### src/rtl/cpu_pkg.sv
// Shared CPU register-file types and helpers.
// No logic; constants and a width helper only.
// No flow control.
package cpu_pkg;

  localparam int DATA_W_DEF = 32;
  localparam int ADDR_W_DEF = 5;

  // Architectural register that always reads zero when the zero-register option is on
  localparam int REG_ZERO = 0;

  // Bits needed to count 0..max_inflight outstanding writes
  function automatic int cnt_w(input int max_inflight);
    return $clog2(max_inflight + 1);
  endfunction

endpackage

### src/rtl/sb_counter.sv
// Per-register in-flight write counter: +1 on issue, -1 on retire, saturating at MAX_INFLIGHT.
// Count updates on the next clock edge; at_max/underflow are combinational from current state.
// No backpressure of its own; issue gating against at_max is done by the register file.
module sb_counter
  import cpu_pkg::*;
#(
  parameter int MAX_INFLIGHT = 3,
  parameter int CNT_W        = cnt_w(MAX_INFLIGHT)
) (
  input  logic             clk,
  input  logic             rst,
  input  logic             inc,
  input  logic             dec,
  output logic [CNT_W-1:0] cnt,
  output logic             at_max,
  output logic             underflow
);

  localparam logic [CNT_W-1:0] CNT_MAX = CNT_W'(MAX_INFLIGHT);
  localparam logic [CNT_W-1:0] CNT_ONE = CNT_W'(1);

  assign at_max    = (cnt == CNT_MAX);
  // A retire with nothing outstanding is a pipeline bookkeeping error
  assign underflow = dec && !inc && (cnt == '0);

  // Simultaneous issue and retire cancel; retire at zero holds the count
  always_ff @(posedge clk or negedge rst) begin
    if (!rst) begin
      cnt <= '0;
    end else if (inc && !dec && !at_max) begin
      cnt <= cnt + CNT_ONE;
    end else if (dec && !inc && (cnt != '0)) begin
      cnt <= cnt - CNT_ONE;
    end
  end

endmodule

### src/rtl/regfile_scoreboard.sv
// Register file with NUM_RD combinational read ports, one WB write port, bypass and in-flight scoreboard.
// Reads are 0-latency (same-cycle WB data bypassed); writes and scoreboard updates land at the next edge.
// issue_ok drops when the destination already has MAX_INFLIGHT writes pending; ID must hold and retry.
module regfile_scoreboard
  import cpu_pkg::*;
#(
  parameter int DATA_W       = DATA_W_DEF,
  parameter int ADDR_W       = ADDR_W_DEF,
  parameter int NUM_RD       = 2,
  parameter int MAX_INFLIGHT = 3,
  parameter int ZERO_REG     = 1
) (
  input  logic                     clk,
  input  logic                     rst,
  input  logic [NUM_RD*ADDR_W-1:0] raddr,
  output logic [NUM_RD*DATA_W-1:0] rdata,
  output logic [NUM_RD-1:0]        rbusy,
  input  logic                     issue_en,
  input  logic [ADDR_W-1:0]        issue_waddr,
  output logic                     issue_ok,
  input  logic                     wen,
  input  logic [ADDR_W-1:0]        waddr,
  input  logic [DATA_W-1:0]        wdata,
  output logic                     sb_err
);

  localparam int NREG  = 2 ** ADDR_W;
  localparam int CNT_W = cnt_w(MAX_INFLIGHT);
  localparam bit ZR    = (ZERO_REG != 0);
  localparam logic [ADDR_W-1:0] ZADDR   = ADDR_W'(REG_ZERO);
  localparam logic [CNT_W-1:0]  CNT_ONE = CNT_W'(1);

  logic [DATA_W-1:0] regs [NREG];
  logic [CNT_W-1:0]  cnt  [NREG];
  logic [NREG-1:0]   at_max;
  logic [NREG-1:0]   under;

  logic wr_ok;
  logic issue_acc;
  logic issue_zero;

  assign wr_ok      = wen && !(ZR && (waddr == ZADDR));
  assign issue_zero = ZR && (issue_waddr == ZADDR);
  // A retire to the same destination frees a slot in the same cycle
  assign issue_ok   = !issue_en || issue_zero || !at_max[issue_waddr] ||
                      (wen && (waddr == issue_waddr));
  assign issue_acc  = issue_en && issue_ok;

  // One scoreboard counter per tracked register; the hard-wired zero register has none
  for (genvar r = 0; r < NREG; r++) begin : g_sb
    if (ZR && (r == REG_ZERO)) begin : g_zero
      assign cnt[r]    = '0;
      assign at_max[r] = 1'b0;
      assign under[r]  = 1'b0;
    end else begin : g_cnt
      sb_counter #(
        .MAX_INFLIGHT (MAX_INFLIGHT),
        .CNT_W        (CNT_W)
      ) u_cnt (
        .clk       (clk),
        .rst       (rst),
        .inc       (issue_acc && (issue_waddr == ADDR_W'(r))),
        .dec       (wen && (waddr == ADDR_W'(r))),
        .cnt       (cnt[r]),
        .at_max    (at_max[r]),
        .underflow (under[r])
      );
    end
  end

  // Register storage: WB write lands at the edge, reset clears everything
  always_ff @(posedge clk or negedge rst) begin
    if (!rst) begin
      for (int i = 0; i < NREG; i++) begin
        regs[i] <= '0;
      end
    end else if (wr_ok) begin
      regs[waddr] <= wdata;
    end
  end

  // Read ports: zero register, then WB bypass, then storage; busy unless the last pending write retires now
  for (genvar p = 0; p < NUM_RD; p++) begin : g_rd
    logic [ADDR_W-1:0] ra;
    logic              hit;
    logic [CNT_W-1:0]  c;

    assign ra  = raddr[p*ADDR_W +: ADDR_W];
    assign hit = wen && (waddr == ra);
    assign c   = cnt[ra];

    assign rdata[p*DATA_W +: DATA_W] = (ZR && (ra == ZADDR)) ? '0 :
                                       hit                   ? wdata :
                                                               regs[ra];
    assign rbusy[p] = (c != '0) && !((c == CNT_ONE) && hit);
  end

  // Sticky bookkeeping error: any retire against an empty count
  always_ff @(posedge clk or negedge rst) begin
    if (!rst) begin
      sb_err <= 1'b0;
    end else if (|under) begin
      sb_err <= 1'b1;
    end
  end

endmodule

### config.mk
export PLATFORM = sky130hd
export DESIGN_NAME = regfile_scoreboard
export DESIGN_NICKNAME = d
export VERILOG_FILES = /design/src/rtl/cpu_pkg.sv /design/src/rtl/sb_counter.sv /design/src/rtl/regfile_scoreboard.sv
export SDC_FILE = /design/constraint.sdc
export NUM_CORES = 2
export LEC_CHECK = 0
export BUFFER_PORTS_ARGS = -buffer_cell sky130_fd_sc_hd__clkbuf_2
export CAP_MARGIN = 40
export CORE_ASPECT_RATIO = 0.75
export CORE_MARGIN = 3
export CORE_UTILIZATION = 35
export CTS_BUF_LIST = sky130_fd_sc_hd__clkbuf_16
export CTS_CLUSTER_DIAMETER = 200
export DETAILED_ROUTE_END_ITERATION = 8
export GPL_ROUTABILITY_DRIVEN = 0
export PLACE_DENSITY = 0.57
export SLEW_MARGIN = 0
export SYNTH_ARGS = -nofsm -noshare
export SYNTH_HDL_FRONTEND = slang
export SYNTH_SLANG_ARGS = --single-unit
### constraint.sdc
create_clock -name clk -period 5.7 [get_ports clk]
set_clock_uncertainty 0.2 [all_clocks]
set_input_delay 0.855 -clock clk [delete_from_list [all_inputs] [get_ports clk]]
set_output_delay 0.855 -clock clk [all_outputs]
set_load 0.02 [all_outputs]
### Yosys cells after proc, flatten, opt, wreduce, memory -nomap -nowiden

Index checks and enable logic that the tools add are counted.

* register bits: 1087
* input bits: 56
* word-level logic and storage cells: 743

* muxes and demuxes: 83
* equality and inequality tests: 98
* reductions and logical operators: 428
* $lt $le $gt $ge: 5
* $add $sub $neg: 62
* bitwise operators: 3

Operator list (number)
* $bwmux 1024: 1
* $bmux 32 s5: 2
* $mux 32: 9
* $logic_and 1x1->1: 227
* $demux 32 s5: 1
* $eq 5x5->1 const B: 32
* $mux 2: 66
* $reduce_bool 2->1: 64
* $logic_not 1->1: 98
* $eq 5x4->1 const B: 16
* $add 2x1->2 const B: 31
* $eq 2x2->1 const B: 31
* $logic_not 2->1: 31
* $sub 2x1->2 const B: 31
* $eq 5x3->1 const B: 8
* $reduce_or 31->1: 1
* $bmux 2 s5: 2
* $eq 5x2->1 const B: 4
* $logic_not 5->1: 4
* $ge 6x6->1 const B: 3
* $not 5->6: 3
* $eq 5x5->1: 3
* $eq 5x1->1 const B: 2
* $lt 5x6->1 const B: 1
* 5 further kinds: 8

### Longest topological paths before layout

* depth after elaboration: 13
* gate-level depth with buffers: 13
* mapped depth without buffers: 9

### Modules after synthesis

Synthesis repeated with hierarchy kept, for this count alone.

* cells, all modules: 5318
* area total of the unflattened synthesis: 61307.5 um^2

Modules (own cells, without submodules)
* regfile_scoreboard: seq. area each 25649.6 um^2, area each 57390.0 um^2, times used 1, cells an instance 4884
* sb_counter: seq. area each 50.0 um^2, area each 126.4 um^2, times used 31, cells an instance 14

### Least setup slack after synthesis

No wires, ideal clock.

* kind: input to output
* start point: in raddr[0]
* end point: out rbusy[0]
* data arrival time: 2.939 ns
* cell stages on the path: 7
* path slack: 1.706 ns
* buffers on the path: 3
* cells stage by stage: clkbuf_1 > buf_2 > buf_2 > mux4_2 > a211oi_1 > a21oi_1 > mux4_2

* longest elaborated chain between the ends: 8
* elaborated cells on any way between the ends: 11
* those cells by class: eq/ne (2); mux (3); bitwise (1); reduce/logical (5)

RTL lines
* start, declared: RTL line regfile_scoreboard.sv:15 `input logic [NUM_RD*ADDR_W-1:0] raddr,`
* $not 5->6 (implied by the code): RTL line regfile_scoreboard.sv:90 `assign c = cnt[ra];`
* $bmux 2 s5: RTL line regfile_scoreboard.sv:90
* $mux 2 (implied by the code) (2 in series): RTL line regfile_scoreboard.sv:90
* $eq 2x1->1: RTL line regfile_scoreboard.sv:95 `assign rbusy[p] = (c != '0) && !((c == CNT_ONE) && hit);`
* $logic_and 1x1->1: RTL line regfile_scoreboard.sv:95
* $logic_not 1->1: RTL line regfile_scoreboard.sv:95
* $logic_and 1x1->1 *: RTL line regfile_scoreboard.sv:95
* end, declared: RTL line regfile_scoreboard.sv:17 `output logic [NUM_RD-1:0] rbusy,`

Every way passes the cells marked *; elsewhere a longest branch is shown, timed or not. The select of a mux whose other input is x is not followed.

### Worst setup path after layout

* start point: in raddr[1]
* end point: out rbusy[0]

The elaborated chain is that of the path after synthesis.

==> reports/qor.txt <==
OUTCOME
----------------------------------------------------------------------------------------
Status                                                                      finished clean

ROUTING
----------------------------------------------------------------------------------------
Total wire length                                                              186800 um
First drt pass iteration count                                                         7
Number of routed nets with antenna violations                                          0
Per-cell via count in the routed design                                            6.035
DRC errors left                                                                        0
Starting DRC count in detailed routing                                              3783
Post-detailed-route wirelength per cell                                         30.16 um
Via Count                                                                          37380

STA
----------------------------------------------------------------------------------------
Least-Margin Pin Slew                                                           947.2 ps
Slew Limit Headroom                                                               36.70%
Setup repair after global routing missed its margin                                false
Max Transition Viols Final                                                             0
Final setup vio count                                                                  0
Maximum operating frequency                                                    206.9 MHz
Post-Route Setup TNS                                                                0 ps
Number of hold violations in the final report                                          0
Portion of the clock cycle consumed by the worst path in the final layout         84.80%
Final critical-path required period                                              4833 ps

FLOORPLANNING
----------------------------------------------------------------------------------------
Area of the core                                                              0.1687 mm2
X dimension of the die                                                          483.3 um
Die Area                                                                      0.1759 mm2
Die Y                                                                           364.0 um
# rows                                                                               130
Starting density of the core                                                      35.46%
I/O pins                                                                             124

WORST SETUP PATH
----------------------------------------------------------------------------------------
Cells on worst reg2reg path                                                            9
Launching element type of the critical path                                 primary input
Crit path DAT                                                                    3780 ps
Reg2reg start                                                               g_sb[29].g_cnt.u_cnt.cnt[1]
Worst-path fanout max                                                                 54
Kind of critical path                                                             in2out
Data required, critical path                                                     4640 ps
R2R Setup Slk                                                                    2310 ps
Endpoint of the worst-slack reg-to-reg timing path                                sb_err
Worst setup EP type                                                         primary output

SYNTH
----------------------------------------------------------------------------------------
Prevailing post-synth register cell                                              dfrtp_1
Synthesized net count                                                               3981
Synthesis-stage register bit count                                                  1087
Area contributors post-synth                                                dfrtp_1 (45%), mux4_2 (25%), mux2_2 (19%), clkbuf_1 (1.9%), mux2i_1 (1.1%)
Synth Area per Inst                                                            15.24 um2
Area share of the largest cell type after synthesis                               45.48%
Mapped cell area                                                             0.05981 mm2
Proportion of synthesized chip area in sequential cells                           45.48%
Area leader, netlist                                                             dfrtp_1
Post-synth EDFFs                                                                       0
Post-synth cell types                                                                 78
Ys Warns                                                                               0
Synth async-reset ratio                                                           100.0%
Gate Count Post-Synth                                                               3925

FLOW RUN
----------------------------------------------------------------------------------------
Number of max-cap violations                                                           0

POWER AND IR DROP
----------------------------------------------------------------------------------------
Total power per unit cell area                                              339.7 mW/mm2
Clock Power Share                                                                  30.8%
Peak VDD IR                                                                    0.2366 mV
Net switching component of the power                                            6.571 mW
Combinational group share of total power                                           23.2%
Share of total power in sequential cells                                           46.0%
PnR Total Power                                                                 22.69 mW
Switching power as a share of total power                                         28.96%
Cell-internal power                                                             16.12 mW
Static Leakage                                                                  28.20 nW

FINISH
----------------------------------------------------------------------------------------
Fin util                                                                          39.60%
Fraction of final layout cells with drive strength greater than 1                 54.17%
Number of nets at the end of the flow                                               3923
Finished Cell Area                                                           0.06679 mm2
Area growth from synthesis to layout                                              11.67%

CTS
----------------------------------------------------------------------------------------
Number of buffers added by the clock tree synthesis step                             107
Maximum level of the CTS H-tree                                                        3
Bufs on Longest Clock Path                                                             3
Clock Pin Slew Worst Setup and Hold Paths                                          60 ps
CTS tree                                                                            done
Sink count of the clock tree                                                        1087
Clock Root Buffer                                                              clkbuf_16
Clock Latency Late Sink                                                           730 ps

GRT
----------------------------------------------------------------------------------------
Antenna violations before repair                                                       3
First-pass GRT wire length                                                     275100 um
Total track usage                                                                 21.18%
Pin count of the biggest net entering global routing                                 148
Number of global-route vias before repair                                          37630
GR Overflow Total                                                                      0

PLACED DESIGN
----------------------------------------------------------------------------------------
Cell area reported after detailed placement                                  0.06348 mm2
Port Buffer Count                                                                    123
Final HPWL DP                                                                  112100 um

HOLD PATH
----------------------------------------------------------------------------------------
Hold Path Stages                                                                       0
Class of the most critical hold timing path                                      reg2reg
Hold Path Origin                                                              regs[1019]
Worst hold path endpoint                                                      regs[1019]

[synth_stat cells (3+ instances only)]
master and number:
a211oi_1 75, nand2_1 86, nor3_1 16, mux2i_1 66
and4_1 7, nor4_1 4, o211ai_1 7, nand3b_1 18
inv_1 21, nand2b_1 5, a31oi_1 6, o21a_1 6
o21ai_1 6, and3b_1 3, or2_2 4, nor3b_1 8
nor2_1 129, buf_2 83, o21ai_0 75, a22oi_1 3
clkbuf_1 307, nand4_1 7, nor3b_2 3, a21oi_1 68
buf_1 33, xor2_1 14, buf_4 4, o32ai_1 3
xnor2_1 3, and3_1 11, dfrtp_1 1087, nor2b_1 6
mux2_2 994, a21o_1 3, o31ai_1 3, mux4_2 670
buf_6 7, nand3_1 19, and2_1 3
[kinds of logic (layout without fill, tap and decap cells)]
group	count (synthesis)	count (layout)	synth area share [%]
buffers and inverters	457	481	3.182
other	0	2	0
muxes	1730	1730	45.05
AOI/OAI and AO/OA	284	284	3.079
DFF	1087	1087	45.48
xor gates and xnor gates	17	17	0.2489
and+or+nand+nor	350	350	2.966
[worst max-delay path, stage by stage]
cell and delay, ps:
buf_8 460, xor2_1 140, nor4_1 520, nand3_4 490, a211oi_1 490, a21oi_1 80, mux4_2 520, clkbuf_2 180
[repair_timing]
action | 4_1_cts | 5_1_grt
endpoints found under the setup margin | 0 | 0
hold buffers | 1 | 0
buffers inserted | 0 | 0
endpoints found under the hold margin | 57 | 0
resized for setup | 0 | 0
[worst max-delay path by stage]
stage	slack (ps)	startpoint	to	depth (start not counted)
floorplan	1710	raddr[0]	rbusy[0]	7
global placement	850	raddr[6]	rdata[62]	7
detailed placement	870	raddr[6]	rdata[36]	8
CTS	870	raddr[6]	rdata[36]	8
global route	770	raddr[1]	rbusy[0]	8
finish	870	raddr[1]	rbusy[0]	8
[registers in the layout, summed over array words and instances (netlist names)]
register and flops:
sb_err 1, regs 1024, g_sb.g_cnt.u_cnt.cnt 62
[per-stage QoR]
step / setup slack (ps) / hold WS [ps] / std cells
6_report: 866.5 / 194.0 / 6195
2_1_floorplan: 1706 / 241.3 / 3925
3_5_place_dp: 868.6 / 183.3 / 6000
5_1_grt: 770.8 / 212.7 / 6194
3_3_place_gp: 848.4 / 176.4 / 5980
4_1_cts: 868.1 / 197.5 / 6192
[cells in the final DEF (no fill, tap or decap), drive strengths merged, types with 5 or more instances in the layout]
| master | synthesis | layout |
|---|---|---|
| a211oi | 75 | 75 |
| a21oi | 69 | 69 |
| a31oi | 7 | 7 |
| and3 | 11 | 11 |
| and4 | 7 | 7 |
| buf | 128 | 155 |
| bufinv | 0 | 7 |
| clkbuf | 307 | 221 |
| clkinv | 0 | 43 |
| dfrtp | 1087 | 1087 |
| inv | 22 | 53 |
| mux2 | 994 | 994 |
| mux2i | 66 | 66 |
| mux4 | 670 | 670 |
| nand2 | 87 | 87 |
| nand2b | 6 | 6 |
| nand3 | 20 | 20 |
| nand3b | 20 | 20 |
| nand4 | 8 | 8 |
| nor2 | 131 | 131 |
| nor2b | 7 | 7 |
| nor3 | 16 | 16 |
| nor3b | 11 | 11 |
| nor4 | 5 | 5 |
| o211ai | 7 | 7 |
| o21a | 6 | 6 |
| o21ai | 83 | 83 |
| o31ai | 5 | 5 |
| or2 | 5 | 5 |
| xor2 | 14 | 14 |
[layer usage]
layer	track usage, %	wire length [um]	vias to the layer above
met5	0	0	-
met4	4.559	4015	0
met3	3.590	11740	262
met2	32.21	84690	1291
met1	31.79	86380	20630
li1	-	-	15200
[layout make-up]
| class | instances | area, um2 |
|---|---|---|
| Inverter | 22 | 82.58 |
| Sequential cell | 1087 | 27200 |
| Tap cell | 2244 | 2808 |
| Clock inverter | 82 | 570.5 |
| Multi-Input combinational cell | 2381 | 30980 |
| Clock buffer | 109 | 2728 |
| Fill cell | 15430 | 101900 |
| Timing Repair Buffer | 268 | 2424 |
| Antenna cell | 2 | 5.005 |
[power groups by stage]
stage	clock [mW]	sequential (mW)	combinational, mW
2_1_floorplan	0	10.1	4.05
3_3_place_gp	0	10.4	5.20
3_5_place_dp	0	10.5	5.31
4_1_cts	7.15	10.4	5.32
5_1_grt	7.45	10.6	5.65
6_report	6.99	10.4	5.27
Note: power is estimated with default switching activity, not from simulation.
